==> config.mk <==
export PLATFORM = sky130hd
export DESIGN_NAME = mxnbit_set_packer
export DESIGN_NICKNAME = d
export VERILOG_FILES = /design/src/rtl/mxnbit_set_packer_pkg.sv /design/src/rtl/Set_Check.sv /design/src/rtl/mxnbit_set_packer.sv
export SDC_FILE = /design/constraint.sdc
export NUM_CORES = 1
export LEC_CHECK = 0
export ABC_CLOCK_PERIOD_IN_PS = 1900
export BUFFER_PORTS_ARGS = -buffer_cell sky130_fd_sc_hd__buf_2
export CORE_AREA = 2 2 39 41
export CTS_CLUSTER_SIZE = 40
export DETAILED_ROUTE_END_ITERATION = 8
export DIE_AREA = 0 0 41 43
export HOLD_SLACK_MARGIN = 0.15
export PLACE_DENSITY = 0.59
export SLEW_MARGIN = 30
export SYNTH_ARGS = -nofsm -noshare
export SYNTH_HDL_FRONTEND = slang
export SYNTH_SLANG_ARGS = --single-unit
==> constraint.sdc <==
create_clock -name clk -period 1.9 [get_ports clk]
set_input_delay 0.38 -clock clk [delete_from_list [all_inputs] [get_ports clk]]
set_output_delay 0.38 -clock clk [all_outputs]
set_load 0.01 [all_outputs]
==> src/rtl/mxnbit_set_packer_pkg.sv <==
// Shared mxnbit constants: packer state encoding and the out_count width
// expression used by the set packer and the mXn gate wrappers.
package mxnbit_set_packer_pkg;

  typedef enum logic {
    FILL = 1'b0,
    FULL = 1'b1
  } state_t;

  // Bits needed to hold a set count of 0..sets.
  // Clamped to 1 so an illegal sets value still elaborates far enough for
  // Set_Check to report it.
  function automatic int count_width(input int sets);
    return (sets < 1) ? 1 : $clog2(sets + 1);
  endfunction

endpackage

==> src/rtl/Set_Check.sv <==
// Elaboration-time guard for the mXn family: rejects a SETS value below 1.
// Parameters: SETS - number of sets per packed word. No ports.
module Set_Check #(
  parameter int SETS = 1
) ();

  generate
    if (SETS < 1) begin : g_bad_sets
      $error("Set_Check: SETS must be >= 1, got %0d", SETS);
    end
  endgenerate

endmodule

==> src/rtl/mxnbit_set_packer.sv <==
// Packs up to SETS incoming WIDTH-bit sets into one word for the mXn gate
// wrappers. A word closes when SETS sets have been taken or on in_last. It is
// then held on out_packed/out_count with out_valid until out_ready.
// Ports:
//   clk, rst          - clock, synchronous active-high reset
//   in_set            - incoming set
//   in_valid, in_last - set valid, set closes the word early
//   in_ready          - high while collecting (FILL)
//   out_packed        - word; set i at [i*WIDTH +: WIDTH], unfilled slots 0
//   out_count         - number of sets in the word (1..SETS when valid)
//   out_valid         - word is complete (FULL)
//   out_ready         - consumer takes the word
module mxnbit_set_packer
  import mxnbit_set_packer_pkg::*;
#(
  parameter int WIDTH = 4,
  parameter int SETS  = 2
) (
  input  logic                          clk,
  input  logic                          rst,
  input  logic [WIDTH-1:0]              in_set,
  input  logic                          in_valid,
  input  logic                          in_last,
  output logic                          in_ready,
  output logic [SETS*WIDTH-1:0]         out_packed,
  output logic [count_width(SETS)-1:0]  out_count,
  output logic                          out_valid,
  input  logic                          out_ready
);

  localparam int CW = count_width(SETS);

  Set_Check #(.SETS(SETS)) u_set_check ();

  state_t                 state, state_nxt;
  logic [SETS*WIDTH-1:0]  word_q, word_nxt;
  // idx doubles as the set count of the held word.
  logic [CW-1:0]          idx_q, idx_nxt;

  always_ff @(posedge clk) begin
    if (rst) begin
      state  <= FILL;
      word_q <= '0;
      idx_q  <= '0;
    end else begin
      state  <= state_nxt;
      word_q <= word_nxt;
      idx_q  <= idx_nxt;
    end
  end

  always_comb begin
    state_nxt = state;
    word_nxt  = word_q;
    idx_nxt   = idx_q;
    in_ready  = 1'b0;
    out_valid = 1'b0;
    case (state)
      FILL: begin
        in_ready = 1'b1;
        if (in_valid) begin
          // Slot select unrolled over constant offsets.
          for (int unsigned i = 0; i < SETS; i++) begin
            if (idx_q == CW'(i)) begin
              word_nxt[i*WIDTH +: WIDTH] = in_set;
            end
          end
          idx_nxt = idx_q + CW'(1);
          if ((idx_q == CW'(SETS - 1)) || in_last) begin
            state_nxt = FULL;
          end
        end
      end
      FULL: begin
        out_valid = 1'b1;
        if (out_ready) begin
          // Clearing here keeps slots left empty by in_last at zero.
          word_nxt  = '0;
          idx_nxt   = '0;
          state_nxt = FILL;
        end
      end
      default: state_nxt = FILL;
    endcase
  end

  assign out_packed = word_q;
  assign out_count  = idx_q;

endmodule

After elaboration in Yosys (flattened, before gate mapping)
Cells that the tools add are included.
{"block": "word_totals", "elab_cells": 30, "register_bits": 11, "out_inout_bits": 12}
{"block": "op_classes", "reduce_logical": 5, "addsub": 1, "bitwise": 1, "eq_ne": 5, "mux": 14}
{"operator": "$mux 8", "count": 2}
{"operator": "$pmux 8 s2", "count": 1}
{"operator": "$mux 4", "count": 2}
{"operator": "$ne 2x2->1 const B", "count": 4}
{"operator": "$reduce_and 3->1", "count": 2}
{"operator": "$mux 1", "count": 5}
{"operator": "$mux 2", "count": 2}
{"operator": "$pmux 2 s2", "count": 1}
{"operator": "$add 2x1->2 const B", "count": 1}
{"operator": "$eq 2x1->1 const B", "count": 1}
{"operator": "$logic_not 2->1", "count": 1}
{"operator": "$pmux 1 s2", "count": 1}
{"operator": "$reduce_and 2->1", "count": 1}
{"operator": "$logic_or 1x1->1", "count": 1}
{"operator": "$not 1->1", "count": 1}

Depth between registers and ports, before layout
Gate-level depths: netlist (run 1).
{"block": "depth", "word_depth": 5, "depth_mapped": 5, "mapped_depth_nobuf": 5}

Least setup slack after synthesis (run 1)
Ideal clock, no wire load.
{"block": "synth_timing", "path_type": "flip-flop to flip-flop", "from": "register idx_q[0] (netlist: out_count[0])", "to": "register word_q[5] (netlist: out_packed[5])", "arrival_ps": 958, "path_buffers": 0, "synth_period_minus_slack_ps": 1086, "path_slack_ps": 814, "path_stages_with_launch": 5, "cell_sequence": "dfxtp_1 ha_1 nand3b_1 nand3_1 o21ai_0"}
{"block": "synth_via", "elab_chain_cells": 3}
{"item": "start, declared", "line": "mxnbit_set_packer.sv:38", "rtl": "logic [CW-1:0] idx_q, idx_nxt;"}
{"item": "start signal, assigned", "line": "mxnbit_set_packer.sv:48", "rtl": "idx_q <= idx_nxt;"}
{"item": "$eq 2x1->1", "line": "mxnbit_set_packer.sv:64", "rtl": "if (idx_q == CW'(i)) begin"}
{"item": "$ne 2x2->1 (no source line)"}
{"item": "$reduce_and 3->1 (no source line)"}
{"item": "end signal, assigned", "line": "mxnbit_set_packer.sv:47", "rtl": "word_q <= word_nxt;"}
{"item": "end, declared", "line": "mxnbit_set_packer.sv:36", "rtl": "logic [SETS*WIDTH-1:0] word_q, word_nxt;"}
No other way between the ends.
A chain may end at the register's enable or synchronous reset.

Worst setup path after layout (run 1)
{"block": "layout_timing", "from": "register state", "to": "output port in_ready"}
{"block": "layout_via", "elab_chain_cells": 1}
{"item": "start, declared", "line": "mxnbit_set_packer.sv:35", "rtl": "state_t state, state_nxt;"}
{"item": "start signal, assigned", "line": "mxnbit_set_packer.sv:46", "rtl": "state <= state_nxt;"}
{"item": "$mux 1", "line": "mxnbit_set_packer.sv:58", "rtl": "case (state)"}
{"item": "end, declared", "line": "mxnbit_set_packer.sv:24", "rtl": "output logic in_ready,"}
No other way between the ends.

==> flow_summary.yaml, run 1 <==
run_status:
  status: "finished, final reports clean"
global_routing:
  grt_use_total_pct: 12.7
  grt_pass1_wl_um: 1550
  grt_max_degree: 10
  grt_overflow_total: 0
  antenna_found_initial: 0
  first_global_vias: 386
power:
  peakVddDrop_v: 0.000456
  clockPowerShare_pct: 31.7
  p_leak_nw: 0.267
  seq_power_share_pct: 51.9
  switching_share_pct: 26.7
  switching_power_mw: 0.132
  p_comb_share_pct: 16.5
  power.density_mw_per_mm2: 824
  p_int_mw: 0.363
yosys:
  synth_top_area_share_pct: 47.3
  seq_area_frac_synth_pct: 47.3
  avgSynthCellArea_um2: 9.50
  ys_seq_elements: 11
  synth_async_sr_flop_share_pct: 0
  synth_common_cells: "dfxtp_1 (11), o21ai_0 (9), nand3_1 (8)"
  synth_edf_count: 0
  synth_most_common_cell: "dfxtp_1"
  synthCells: 49
  ys.flop_type: "dfxtp_1"
  yosys.area.top_type: "dfxtp_1"
  syn_nets: 60
  yosys-top-cells-area: "dfxtp_1 (47%), o21ai_0 (9.7%), nand3_1 (8.6%)"
  syn_area_um2: 465
  ys_types: 15
  yosysWarningCount: 0
layout:
  multi_input_area_um2: 223
  nNetsFinal: 84
  regArea_um2: 220
  fin_util_pct: 43.4
  antennaDiodeCount: 0
  area_growth_pct: 29.0
  drive_gt1_share_pct: 37.5
  fill_cells: 149
route:
  finalWirelength_um: 925
  routed_via_density: 4.70
  drt_first_pass_iters: 3
  wl_met3_um: 64
  drc: 0
  wl_met1_um: 422
  vias: 414
  met2_length_um: 438
  wl_per_cell_um: 10.5
  ant_nets: 0
  dr.max_layer_used: "met3"
  drt_iter0_drc: 2
run:
  maxCapViolations: 0
critical_path:
  crit_fanout: 8
  path_class: "flip-flop to primary output"
  crit_path_start_kind: "flip-flop"
  critPathCaptureType: "primary output"
  max_stage_delay_ps: 440
  critPathRequiredTime_ps: 1520
  arrival_ps: 900
  worst_path_max_delay_cell: "dfxtp_1"
  crit_chain: "inv_1, buf_2"
floorplan:
  core_mm2: 0.00138
  initial_utilization_pct: 33.6
  rows: 14
  die_w_um: 41
  ios: 21
  dieArea_mm2: 0.00176
  die_y_um: 43
clock_tree:
  clockBufferDepth: 2
  cts.sinks: 11
  cts_hold_buf: 0
  clk_latency_ps: 260
  clk_pin_slew_ps: 70
  ctsResizeCount: 0
  cts-htree-levels: 1
  cts_tree: "done"
  cts_made_buffers: 3
  post_cts_buffers: 0
  cts_root_buf: "clkbuf_4"
timing:
  clock_skew_ps: 0.571
  slew_headroom_pct: 77.3
  fmax_mhz: 784
  period_share_pct: 67.2
  final_max_slew_viol_count: 0
  fin_tns_setup_ps: 0
  worst_pin_slew_ps: 341
  period_minus_slack_ps: 1280
  finalHoldViolations: 0
  setup_viol: 0
  rsz0062_at_grt: "false"
  layout_setup_ws_ps: 624
placed_design:
  dp_slack_ps: 735
  portBuffers: 20
  dp_hpwl_um: 743
  routabilityCongestion: 0.632
worst_hold_path:
  hold_path.class: "input pin to flip-flop"
-- final cells by class --
type	count	share of cell area, %
clock buffer	4	4.38
sequential	11	36.7
timing repair buffer	20	16.7
multi-input combinational	34	37.1
inverter	3	1.88
tap	16	3.33
-- cell usage in the layout, fill, tap and decap left out --
cell type  netlist  final
a211oi_2         1      1
a21oi_1          1      1
a21oi_2          1      1
and2b_2          1      1
buf_2            0     20
clkbuf_1         0      1
clkbuf_4         0      3
dfxtp_1         11     11
ha_1             2      2
inv_1            3      3
nand2b_1         5      5
nand3_1          8      8
nand3b_1         3      3
nor2_1           1      1
o21a_1           1      1
o21ai_0          9      9
o31ai_2          1      1
-- final timing paths --
path,startpoint,to,depth (start not counted),slack [ps]
worst min-delay path,rst,out_count[0],2,390
worst max-delay path,state,in_ready,2,620
worst max register to register,out_count[1],out_packed[7],5,740
worst min register to register,out_packed[6],out_packed[6],2,470
-- metal layers --
metal	track usage, %	vias up
li1	-	220
met1	15.8	178
met2	18.4	16
met3	6.28	0
met4	4.00	0
met5	0	-
-- per-stage QoR --
stage | instances | hold slack [ps] | power, mW | area (um2)
detailed placement | 84 | 469 | 0.346 | 574
floorplan | 49 | 494 | 0.313 | 465
global placement | 84 | 464 | 0.344 | 574
CTS | 88 | 383 | 0.505 | 601
finish | 88 | 387 | 0.495 | 601
global route | 88 | 403 | 0.523 | 601
-- registers in the layout (all words and copies together) (netlist names) --
register,cells
out_packed,8
out_count,2
state,1
-- logic make-up (layout without fill, tap and decap cells) --
kind of cell / after synthesis / count (layout) / share of synthesized area, %
buffers and inverters: 4 / 27 / 4.84
flip-flops: 11 / 11 / 47.3
AO/OA/AOI/OAI: 14 / 14 / 19.6
adder cells (fa/ha/maj): 2 / 2 / 5.38
AND/OR/NAND/NOR: 18 / 18 / 22.8
-- worst max-delay path: cells and delay by family, from the launching register on --
family	cells	cell delay [ps]
DFF	1	440
buffers and inverters	2	190
-- power groups by stage --
| stage | clock network, mW | registers (mW) | logic [mW] |
|---|---|---|---|
| after global placement | 0 | 0.262 | 0.0821 |
| final | 0.157 | 0.257 | 0.0815 |
| after CTS | 0.164 | 0.257 | 0.0830 |
| after global routing | 0.170 | 0.260 | 0.0938 |
| after floorplan | 0 | 0.269 | 0.0437 |
| after detailed placement | 0 | 0.263 | 0.0830 |
No activity file was read; power rests on OpenSTA's default activity.
==> run 2: changes to the inputs <==
Settings changed: ABC_CLOCK_PERIOD_IN_PS 1900 to 1150, PLACE_DENSITY 0.59 to 0.62.
Clock period 1.9 ns to 1.15 ns, I/O delays scaled along.
==> flow_summary.yaml, run 2 (synthesis gave the netlist of run 1 again) <==
layout:
  largest_reg_flops: 8
  fill_cells: 124
  antennaDiodeCount: 0
  mostFrequentLayoutCells: "buf_2 (19), nand3_1 (8), dfxtp_1 (8)"
  stdcell_count: 90
  nNetsFinal: 86
  final_common_cell: "buf_2"
  drive_gt1_share_pct: 48.6
  fin_util_pct: 47.8
  area_growth_pct: 42.2
run:
  maxCapViolations: 0
timing:
  finalHoldViolations: 0
  worst_pin_slew_ps: 370
  fmax_mhz: 899
  period_minus_slack_ps: 1110
  clock_skew_ps: 6.59
  slew_headroom_pct: 75.3
  layout_setup_ws_ps: 37.8
  period_share_pct: 96.7
  setup_viol: 0
  final_max_slew_viol_count: 0
  fin_tns_setup_ps: 0
  rsz0062_at_grt: "true"
clock_tree:
  clk_latency_ps: 260
  cts_made_buffers: 3
  cts-htree-levels: 1
  cts_tree: "done"
  clk_pin_slew_ps: 70
  cts.sinks: 11
  clockBufferDepth: 2
  cts_hold_buf: 0
  cts_root_buf: "clkbuf_4"
worst_hold_path:
  hold_path.class: "input pin to flip-flop"
  whs_path_depth: 2
  hold_start: "rst"
  holdPathEnd: "out_count[0]"
global_routing:
  grt_util_met3_pct: 9.42
  first_global_vias: 340
  antenna_found_initial: 0
  grt_overflow_total: 0
  grtUsageMet2_pct: 16.9
  grt_max_degree: 10
  grt_pass1_wl_um: 1370
  grt_use_total_pct: 12.3
  busiest_layer: "met2"
  use_met1_pct: 14.2
critical_path:
  worst_path_max_delay_cell: "dfxtp_2"
  max_stage_delay_ps: 340
  arrival_ps: 1250
  r2r_slack_ps: 40
  reg2reg_from: "out_count[1]"
  path_class: "flip-flop to flip-flop"
  critPathRequiredTime_ps: 1290
  crit_fanout: 8
  crit_path_start_kind: "flip-flop"
  crit_chain: "inv_4, ha_4, nand3b_1, nand3_1, o21ai_0"
  cpLargestDelayFamily: "simple AND/OR/NAND/NOR gates"
  r2r_cells: 5
  r2r_end: "out_packed[7]"
  critPathBufInv: 1
  critPathCaptureType: "flip-flop"
power:
  power_mw: 0.859
  p_leak_nw: 0.282
  peakVddDrop_v: 0.000909
  power.density_mw_per_mm2: 1300
route:
  routed_via_density: 4.70
  ant_nets: 0
  wl_per_cell_um: 11.0
  finalWirelength_um: 991
  drt_iter0_drc: 6
  drc: 0
  vias: 423
  drt_first_pass_iters: 4
floorplan:
  rows: 14
  ios: 21
  core_mm2: 0.00138
  dieArea_mm2: 0.00176
  die_y_um: 43
  initial_utilization_pct: 33.6
  die_w_um: 41
placed_design:
  placedCellCount: 85
  routabilityCongestion: 0.633
  dp_hpwl_um: 698
  dp_slack_ps: -15.7
  portBuffers: 20
run_status:
  status: "finished, final reports clean"
## run 2: cell types whose count changed in the layout (fill, tap and decap cells not counted)
cell / change
dfxtp_1: -3
ha_4: +2
dfxtp_4: +1
inv_4: +2
o21ai_0: -5
dfxtp_2: +2
buf_4: +1
buf_6: +2
buf_2: -1
inv_1: -2
ha_1: -2
o21ai_1: +5
## run 2: cell type report
cell class              instances  area, um2  area share (%)
multi-input cells              34        248            37.4
flip-flops and latches         11        226            34.2
repair buffers                 22        125            18.9
clock buffers                   4       26.3            3.97
well taps                      16       20.0            3.02
inverters                       3       16.3            2.46
## run 2: stage by stage
step                      cell area [um2]  hold slack (ps)
after floorplan                       465              400
after global routing                  662              234
after global placement                582              450
final                                 662              235
after detailed placement              582              458
after CTS                             608              233
## run 2: per-layer routing
metal / wire [um] / vias to the layer above
li1: - / 224
met1: 483 / 183
met2: 438 / 16
met3: 69 / 0
met4: 0 / 0
met5: 0 / -
## run 2: how the worst max path moves through the flow
| stage | slack [ps] | startpoint | cells past startpoint | end |
|---|---|---|---|---|
| 6_report | 40 | out_count[1] | 5 | out_packed[7] |
| 5_1_grt | -70 | out_count[1] | 5 | out_packed[4] |
| 4_1_cts | 7 | state | 2 | in_ready |
| 3_5_place_dp | -20 | out_count[1] | 5 | out_packed[6] |
| 3_3_place_gp | -10 | out_count[1] | 5 | out_packed[6] |
| 2_1_floorplan | 60 | out_count[0] | 4 | out_packed[5] |
## run 2: report_power, final
part           leakage [nW]  internal [mW]  total, mW  switching [mW]
Combinational         0.176         0.0812      0.169          0.0875
Sequential           0.0913          0.408      0.430          0.0225
Clock                0.0150          0.134      0.260           0.126
## run 2: timing repair
item	in CTS	in global routing
endpoints found under the setup margin	5	11
resized for setup	1	18
pin swaps	4	6
setup buffers	0	1
